--- config.mk ---
export PLATFORM = sky130hd
export DESIGN_NAME = fetch_queue
export DESIGN_NICKNAME = d
export VERILOG_FILES = /design/src/rtl/cpu_pkg.sv /design/src/rtl/sync_fifo.sv /design/src/rtl/fetch_queue.sv
export SDC_FILE = /design/constraint.sdc
export NUM_CORES = 1
export LEC_CHECK = 0
export BUFFER_PORTS_ARGS = -buffer_cell sky130_fd_sc_hd__buf_2
export CAP_MARGIN = 20
export CORE_AREA = 10 10 197 199
export DETAILED_ROUTE_END_ITERATION = 10
export DIE_AREA = 0 0 207 209
export PLACE_DENSITY_LB_ADDON = 0.25
export SLEW_MARGIN = 20
export SYNTH_ARGS = -nofsm -noshare
export SYNTH_HDL_FRONTEND = slang
export SYNTH_SLANG_ARGS = --single-unit
--- constraint.sdc ---
create_clock -name clk -period 6.86 [get_ports clk]
set_clock_uncertainty 0.2 [all_clocks]
set_input_delay 0.686 -clock clk [delete_from_list [all_inputs] [get_ports clk]]
set_output_delay 0.686 -clock clk [all_outputs]
set_load 0.05 [all_outputs]
--- src/rtl/cpu_pkg.sv ---
// rtl/cpu_pkg.sv - shared constants and types for the instruction fetch front end
package cpu_pkg;

    // addi x0, x0, 0: presented to decode whenever no fetched word is available
    localparam logic [31:0] NOP_INST         = 32'h0000_0013;
    localparam logic [31:0] DEFAULT_RESET_PC = 32'h0000_0000;

    typedef enum logic [1:0] {
        BOOT,
        RUN,
        DRAIN
    } fetch_state_e;

endpackage

--- src/rtl/sync_fifo.sv ---
// rtl/sync_fifo.sv - single-clock FIFO with synchronous clear and occupancy count
module sync_fifo #(
    parameter int WIDTH = 64,
    parameter int DEPTH = 4
) (
    input  logic                         clk,
    input  logic                         rst,
    input  logic                         clr_i,
    input  logic                         push_i,
    input  logic [WIDTH-1:0]             push_data_i,
    input  logic                         pop_i,
    output logic [WIDTH-1:0]             head_data_o,
    output logic [$clog2(DEPTH+1)-1:0]   count_o,
    output logic                         full_o,
    output logic                         empty_o
);

    localparam int CW = $clog2(DEPTH + 1);
    localparam int AW = $clog2(DEPTH);
    localparam logic [CW-1:0] FULL_COUNT = CW'(DEPTH);

    logic [WIDTH-1:0] mem_q [DEPTH];
    logic [AW-1:0]    rd_ptr_q;
    logic [AW-1:0]    wr_ptr_q;
    logic [CW-1:0]    count_q;
    logic             do_push;
    logic             do_pop;

    assign full_o      = (count_q == FULL_COUNT);
    assign empty_o     = (count_q == '0);
    assign count_o     = count_q;
    assign head_data_o = mem_q[rd_ptr_q];
    assign do_push     = push_i && !full_o;
    assign do_pop      = pop_i && !empty_o;

    // Storage array: data only, no reset needed since count gates visibility
    always_ff @(posedge clk) begin
        if (do_push && !clr_i) begin
            mem_q[wr_ptr_q] <= push_data_i;
        end
    end

    // Pointers and count; clear and reset both empty the queue in one cycle
    always_ff @(posedge clk) begin
        if (rst || clr_i) begin
            rd_ptr_q <= '0;
            wr_ptr_q <= '0;
            count_q  <= '0;
        end else begin
            if (do_push) begin
                wr_ptr_q <= wr_ptr_q + AW'(1);
            end
            if (do_pop) begin
                rd_ptr_q <= rd_ptr_q + AW'(1);
            end
            count_q <= count_q + CW'(do_push) - CW'(do_pop);
        end
    end

endmodule

--- src/rtl/fetch_queue.sv ---
// rtl/fetch_queue.sv - sequential PC fetch with credit-limited requests, redirect flush and stale-response drop
module fetch_queue
    import cpu_pkg::*;
#(
    parameter int                    ADDR_WIDTH = 32,
    parameter int                    INST_WIDTH = 32,
    parameter int                    DEPTH      = 4,
    parameter logic [ADDR_WIDTH-1:0] RESET_PC   = ADDR_WIDTH'(DEFAULT_RESET_PC)
) (
    input  logic                  clk,
    input  logic                  rst,
    output logic                  imem_req_valid,
    input  logic                  imem_req_ready,
    output logic [ADDR_WIDTH-1:0] imem_req_addr,
    input  logic                  imem_rsp_valid,
    input  logic [INST_WIDTH-1:0] imem_rsp_data,
    input  logic                  redirect_valid,
    input  logic [ADDR_WIDTH-1:0] redirect_pc,
    input  logic                  dec_ready,
    output logic                  inst_valid,
    output logic [INST_WIDTH-1:0] instruction,
    output logic [ADDR_WIDTH-1:0] inst_pc
);

    localparam int CW = $clog2(DEPTH + 1);
    localparam int EW = ADDR_WIDTH + INST_WIDTH;
    localparam logic [CW:0] CREDITS = (CW + 1)'(DEPTH);
    localparam logic [ADDR_WIDTH-1:0] PC_STEP = ADDR_WIDTH'(4);

    fetch_state_e          state_q, state_d;
    logic [ADDR_WIDTH-1:0] pc_q, pc_d;
    logic [ADDR_WIDTH-1:0] rsp_pc_q, rsp_pc_d;
    logic [CW-1:0]         out_q, out_d;
    logic [CW-1:0]         drop_q, drop_d;

    logic [CW-1:0]         fifo_count;
    logic                  fifo_full;
    logic                  fifo_empty;
    logic [EW-1:0]         fifo_head;
    logic [ADDR_WIDTH-1:0] target_pc;
    logic                  credit_ok;
    logic                  req_fire;
    logic                  rsp_ok;
    logic                  push;
    logic                  pop;
    logic [1:0]            unused_redirect_lsbs;

    assign target_pc            = {redirect_pc[ADDR_WIDTH-1:2], 2'b00};
    assign unused_redirect_lsbs = redirect_pc[1:0];

    // Words in the FIFO plus words still owed by memory never exceed DEPTH
    assign credit_ok      = ({1'b0, fifo_count} + {1'b0, out_q}) < CREDITS;
    assign imem_req_valid = !rst && (state_q != BOOT) && !redirect_valid && credit_ok;
    assign imem_req_addr  = pc_q;
    assign req_fire       = imem_req_valid && imem_req_ready;

    // A response with nothing outstanding is a memory fault and is ignored
    assign rsp_ok = !rst && imem_rsp_valid && (out_q != '0);
    assign push   = rsp_ok && (drop_q == '0) && !redirect_valid && !fifo_full;

    assign inst_valid  = !rst && !fifo_empty;
    assign pop         = inst_valid && dec_ready && !redirect_valid;
    assign instruction = inst_valid ? fifo_head[INST_WIDTH-1:0] : INST_WIDTH'(NOP_INST);
    assign inst_pc     = inst_valid ? fifo_head[EW-1:INST_WIDTH] : '0;

    sync_fifo #(
        .WIDTH (EW),
        .DEPTH (DEPTH)
    ) u_fifo (
        .clk         (clk),
        .rst         (rst),
        .clr_i       (redirect_valid),
        .push_i      (push),
        .push_data_i ({rsp_pc_q, imem_rsp_data}),
        .pop_i       (pop),
        .head_data_o (fifo_head),
        .count_o     (fifo_count),
        .full_o      (fifo_full),
        .empty_o     (fifo_empty)
    );

    // Next-state for PCs and credit/drop counters; redirect overrides everything
    always_comb begin
        pc_d     = pc_q;
        rsp_pc_d = rsp_pc_q;
        out_d    = out_q + CW'(req_fire) - CW'(rsp_ok);
        drop_d   = drop_q;
        if (redirect_valid) begin
            pc_d     = target_pc;
            rsp_pc_d = target_pc;
            drop_d   = out_q - CW'(rsp_ok);
        end else begin
            if (req_fire) begin
                pc_d = pc_q + PC_STEP;
            end
            if (push) begin
                rsp_pc_d = rsp_pc_q + PC_STEP;
            end
            if (rsp_ok && (drop_q != '0)) begin
                drop_d = drop_q - CW'(1);
            end
        end
    end

    // Fetch FSM next-state: leave BOOT once, sit in DRAIN while stale words remain
    always_comb begin
        state_d = state_q;
        case (state_q)
            BOOT:    state_d = RUN;
            RUN:     if (redirect_valid && (drop_d != '0)) state_d = DRAIN;
            DRAIN:   if (drop_d == '0) state_d = RUN;
            default: state_d = BOOT;
        endcase
    end

    // State register with synchronous reset
    always_ff @(posedge clk) begin
        if (rst) begin
            state_q  <= BOOT;
            pc_q     <= RESET_PC;
            rsp_pc_q <= RESET_PC;
            out_q    <= '0;
            drop_q   <= '0;
        end else begin
            state_q  <= state_d;
            pc_q     <= pc_d;
            rsp_pc_q <= rsp_pc_d;
            out_q    <= out_d;
            drop_q   <= drop_d;
        end
    end

endmodule

* Word-level counts from Yosys, hierarchy flattened
Memories as Yosys holds them, arrays and structs flattened. A register that Yosys moved wholly into a read port is not among the register bits. Cells that the tools add are included.
Word-level totals: register bits after elaboration 79, RAM bits 256, input port bits 70, output and inout port bits 98, word-level logic and storage cells 77, memories 1
Cells by class: add/subtract/negate cells 11, magnitude comparators 1, equality and inequality tests 5, multiplexer cells 15, reductions and logical operators 34
Memory list:
- u_fifo.mem_q | depth 4, width 64, rd ports 1, clocked after memory_dff 1, wr ports 1, RTL line sync_fifo.sv:22 | logic [WIDTH-1:0] mem_q [DEPTH];
Operator list (number):
- $mux W32 | 6
- $add A32 B3 Y32 const B | 2
- $logic_and A1 B1 Y1 | 17
- $logic_not A3 Y1 | 3
- $reduce_bool A3 Y1 | 3
- $sub A3 B1 Y3 | 3
- $mux W2 | 4
- $add A3 B1 Y3 | 2
- $mux W3 | 2
- $pmux W2 S3 | 1
- $reduce_bool A2 Y1 | 3
- $add A2 B1 Y2 const B | 2
- $add A3 B3 Y4 | 1
- $logic_not A1 Y1 | 4
- $lt A4 B3 Y1 const B | 1
- $ne A2 B2 Y1 const B | 2
- $eq A3 B3 Y1 const B | 1
- $sub A3 B1 Y3 const B | 1
- $eq A2 B1 Y1 const B | 1
- $eq A2 B2 Y1 const B | 1
- $logic_not A2 Y1 | 1
- $mux W1 | 2
- $reduce_and A2 Y1 | 1
- $reduce_or A2 Y1 | 1
- $logic_or A1 B1 Y1 | 1

* Depth between registers and ports, before layout
depth in word-level cells 10, gate-level depth with buffers 13, depth with buffers taken out 11

* Hierarchy
A second synthesis with hierarchy kept.
Second synthesis, totals: cell total of the unflattened synthesis 953, area, all modules 14226.1 um^2
By module, submodules not included:
- sync_fifo | times used 1, cells an instance 384, area an instance 9796.9 um^2, sequential area each 7867.5 um^2
- fetch_queue | times used 1, cells an instance 569, area an instance 4429.2 um^2, sequential area each 1361.3 um^2

* Least setup slack after synthesis
No wires, ideal clock.
path kind input port to flip-flop, from input port redirect_valid, to memory u_fifo.mem_q[0][0], enable pin, library setup time 0.427 ns, arrival 3.616 ns, data required time 6.233 ns, setup slack 2.617 ns, stages on the path 7, path through buf_6 -> or3b_1 -> or4_1 -> inv_1 -> buf_2 -> buf_2 -> and2_1
Between the ends: word-level cells in the longest chain between the ends 7
Ends and longest elaborated chain:
- start: declaration | RTL line fetch_queue.sv:17 | input logic redirect_valid,
- $logic_not A1 Y1 * | RTL line sync_fifo.sv:38, fetch_queue.sv:59
- $logic_and A1 B1 Y1 (2 in a row) | RTL line fetch_queue.sv:59 | assign push = rsp_ok && (drop_q == '0) && !redirect_valid && !fifo_full;
- $logic_and A1 B1 Y1 | RTL line sync_fifo.sv:33 | assign do_push = push_i && !full_o;
- $logic_and A1 B1 Y1 * | RTL line sync_fifo.sv:38 | if (do_push && !clr_i) begin
- $mux W1 * | RTL line sync_fifo.sv:38
- $mux W1 (not written as such) * | RTL line sync_fifo.sv:39 | mem_q[wr_ptr_q] <= push_data_i;
- end: declaration | RTL line sync_fifo.sv:22
Mark *: on every way between the ends. The rest lies on a longest branch, timed or not.

==> key figures <==
Final layout
  • Area of the multi-input gates: 0.00450 mm²
  • Sequential cell area: 0.00899 mm²
  • Area Overhead vs Synth: 18.1%
  • Layout cells sized above 1: 0.272
  • ANT cells: 0
  • Nets: 1206
  • Fillers: 3177
  • Final core occ: 0.465
  • Post-route cell area: 0.0163 mm²

Logic synthesis
  • Post-synthesis sequential area ratio: 0.651
  • Yosys warnings: 0
  • Syn avg cell area: 14.4 µm²
  • Cell Area, Synth: 0.0138 mm²
  • Synth Instances: 959
  • Yosys cell types: 59
  • Post-synth ARST share: 0
  • Post-synth EDFFs: 248
  • Post-synth top flop: edfxtp_1
  • #FFs+latches synth: 325

Clock tree
  • Clk_lat worst skew: 0.51 ns
  • Clock Tree Root: clkbuf_16
  • Post-CTS Hold Buffers: 0
  • CTS Buf Count: 34
  • CTS clock-pin slew for the worst setup and hold paths: 0.06 ns
  • Htree depth: 2
  • Post-CTS Setup Bufs: 0
  • CTS sink cnt: 325
  • TritonCTS clock tree: built
  • Clock Path Buffers: 3
  • Post-CTS Resized: 0

Setup path
  • CP startpoint kind: flop
  • Slowest stage cell, crit path: dfxtp_4
  • Worst Path Buf+Inv: 2
  • R2R cell count: 11
  • Crit-path leading delay family: flip-flops
  • Critical path, cell by cell: buf_4, mux4_2, and2_1, buf_2
  • R2r setup slk: 3.28 ns
  • Kind of critical path: reg -> out
  • Crit-path max FO: 35
  • R2r startpoint: out_q[2]
  • Worst endpoint required time: 5.97 ns
  • Largest stage delay on the critical path: 0.83 ns
  • Critical Path AT: 2.96 ns
  • CP Capture Type: primary output
  • Crit Reg-Reg Endpoint: out_q[2]

Power
  • PD cells: 277 mW/mm²
  • Combinational power share: 0.070
  • Internal: 3.49 mW
  • Sequential power share: 0.495
  • Lkg Pwr: 5.70 nW
  • Clk pwr share: 0.435
  • Final Power: 4.51 mW
  • Worst vdd ir: 0.157 mV
  • Net Sw Frac: 0.227
  • Psw: 1.02 mW

Worst hold path
  • Hold Crit Class: in -> reg
  • HP Start: imem_rsp_data[0]
  • Worst hold path depth: 1
  • Hold Path End: u_fifo.mem_q[2][0]

Die
  • Die Area: 0.0433 mm²
  • Die width: 207 µm
  • IO Pins: 168
  • Initial Utilization: 0.394
  • Core Rows: 69
  • Area of the core: 0.0351 mm²
  • DIE HEIGHT: 209 µm

Drt
  • Avg WL per Cell: 20.4 µm
  • Vias per std cell: 5.44
  • Final routed DRC violation total: 0
  • Drt total wl: 32700 µm
  • Routed Antenna Nets: 0
  • 1st-pass router iterations: 5
  • Vias: 8724
  • 1st-iter DRT viols: 544

Run status
  • Outcome: completed

Timing
  • Tmin final: 3.84 ns
  • Final Cycle Share: 0.560
  • Final hold vios: 0
  • Highest Clock Rate: 260 MHz
  • Hold slack: 0.187 ns
  • Final slew viol count: 0
  • Slew @ Worst Pin: 1.09 ns
  • RSZ-0062 raised after global routing: no
  • Fin Setup TNS: 0 ns
  • Worst slew margin: 0.267
  • Setup violators final: 0

Global route
  • Initial antenna violation count: 0
  • Number of global-route vias before repair: 8907
  • Largest net degree at the start of global routing: 63
  • First-pass GRT wire length: 52000 µm
  • GR Overflow Total: 0
  • GR Util All Layers: 0.149

Place
  • Post-DP Area: 0.0151 mm²
  • DPL Wire Length: 21200 µm
  • PortBufs: 161
  • Placer Congestion: 0.848

Flow run
  • Max Cap Viol: 0
-- power by group through the flow --
| stage | logic (mW) | registers (mW) | clock network, mW |
|---|---|---|---|
| 6_report | 0.315 | 2.23 | 1.97 |
| 5_1_grt | 0.353 | 2.24 | 2.10 |
| 4_1_cts | 0.319 | 2.23 | 2.01 |
| 3_5_place_dp | 0.319 | 2.27 | 0 |
| 3_3_place_gp | 0.314 | 2.27 | 0 |
| 2_1_floorplan | 0.188 | 2.29 | 0 |
-- worst max-delay path by stage --
stage | slack, ns | cells after the start | endpoint | startpoint
final | 3.02 | 4 | inst_pc[20] | flop
after global routing | 2.73 | 4 | inst_pc[20] | flop
after CTS | 2.88 | 4 | instruction[3] | flop
after detailed placement | 2.60 | 9 | u_fifo.mem_q[2][27] | redirect_valid
after global placement | 2.60 | 9 | u_fifo.mem_q[2][2] | redirect_valid
after floorplan | 2.62 | 7 | u_fifo.mem_q[0][0] | redirect_valid
-- layout make-up --
cell class | instances | share of cell area
Clock inverter | 22 | 0.0187
Timing Repair Buffer | 177 | 0.0575
Tap cell | 461 | 0.0354
Sequential cell | 325 | 0.551
Clock buffer | 40 | 0.0548
Inverter | 27 | 0.00637
Multi-Input combinational cell | 553 | 0.276
-- Yosys cell counts, types with 3 or more instances --
cell type  instances  area, µm²
o21ai_0           27        135
mux2_2             7       78.8
a211oi_1           8       60.1
nor2_1            40        150
a21oi_1           23        115
nor4_1             5       31.3
inv_1             26       97.6
o311ai_0           4       35.0
buf_4              5       37.5
nand3_1           26        130
a311oi_1           6       52.6
xnor2_1           10       87.6
dfxtp_1           77       1540
or3_1             13       81.3
and3_1            14       87.6
buf_1              8       30.0
buf_2              4       20.0
nand3b_1           9       67.6
edfxtp_1         248       7450
o211ai_1           9       67.6
xor2_1             7       61.3
mux4_2            62       1400
a31oi_1           40        250
a41oi_1            3       26.3
ha_1              16        200
and2_1            71        444
o31a_1             4       35.0
clkbuf_1          38        143
nor3b_1            3       22.5
and4_1             5       43.8
nor2b_1            4       25.0
nand2_1           58        218
nand4_1           24        150
or4_1             12       90.1
nor3_1            13       65.1
-- kinds of logic (layout without fill, tap and decap cells) --
group / count (synthesis) / after routing / share of synthesized area
adders and majority gates: 18 / 18 / 0.0174
DFF: 325 / 325 / 0.651
and+or+nand+nor: 307 / 307 / 0.123
muxes: 71 / 71 / 0.108
AOI/OAI and AO/OA: 136 / 136 / 0.0638
xor gates and xnor gates: 17 / 17 / 0.0108
other: 1 / 4 / 0.000271
buffers and inverters: 84 / 266 / 0.0258
-- per-stage QoR --
| stage | std cells | setup slack (ns) |
|---|---|---|
| after floorplan | 962 | 2.62 |
| after global placement | 1543 | 2.60 |
| after detailed placement | 1543 | 2.60 |
| after CTS | 1605 | 2.88 |
| after global routing | 1605 | 2.73 |
| final | 1605 | 3.02 |
-- layer usage --
layer  GRT usage  up-vias  wire length, µm
li1            -     4045                -
met1       0.208     4349            15000
met2       0.232      295            14900
met3      0.0330       35             2360
met4      0.0335        0              475
met5           0        -                0
-- sequential cells by signal, summed over array words and instances (netlist names), named ones only --
name             cells
drop_q               3
imem_req_addr       30
out_q                3
rsp_pc_q            30
state_q              2
u_fifo.count_o       3
u_fifo.mem_q       248
u_fifo.rd_ptr_q      2
u_fifo.wr_ptr_q      2
-- worst reg2reg max path, cell delays in order (launching register included) --
cell     delay, ns
dfxtp_1       0.42
ha_1          0.27
or3_1         0.36
or4_1         0.68
nor2_8        0.28
inv_4         0.13
ha_1          0.29
inv_1         0.04
ha_1          0.18
fa_1          0.38
xnor2_1       0.16
nor2_1        0.05
-- cells in the final DEF, fill, tap and decap left out, drive strengths merged, types with 14 or more instances in the layout --
| cell type | count |
|---|---|
| nand4 | 24 |
| ha | 16 |
| a21oi | 23 |
| edfxtp | 248 |
| buf | 177 |
| and3 | 14 |
| o21ai | 27 |
| mux4 | 62 |
| dfxtp | 77 |
| nand2 | 58 |
| a31oi | 40 |
| and2 | 71 |
| nand3 | 26 |
| clkbuf | 40 |
| inv | 30 |
| nor2 | 41 |
No activity file was read; power rests on OpenSTA's default activity.
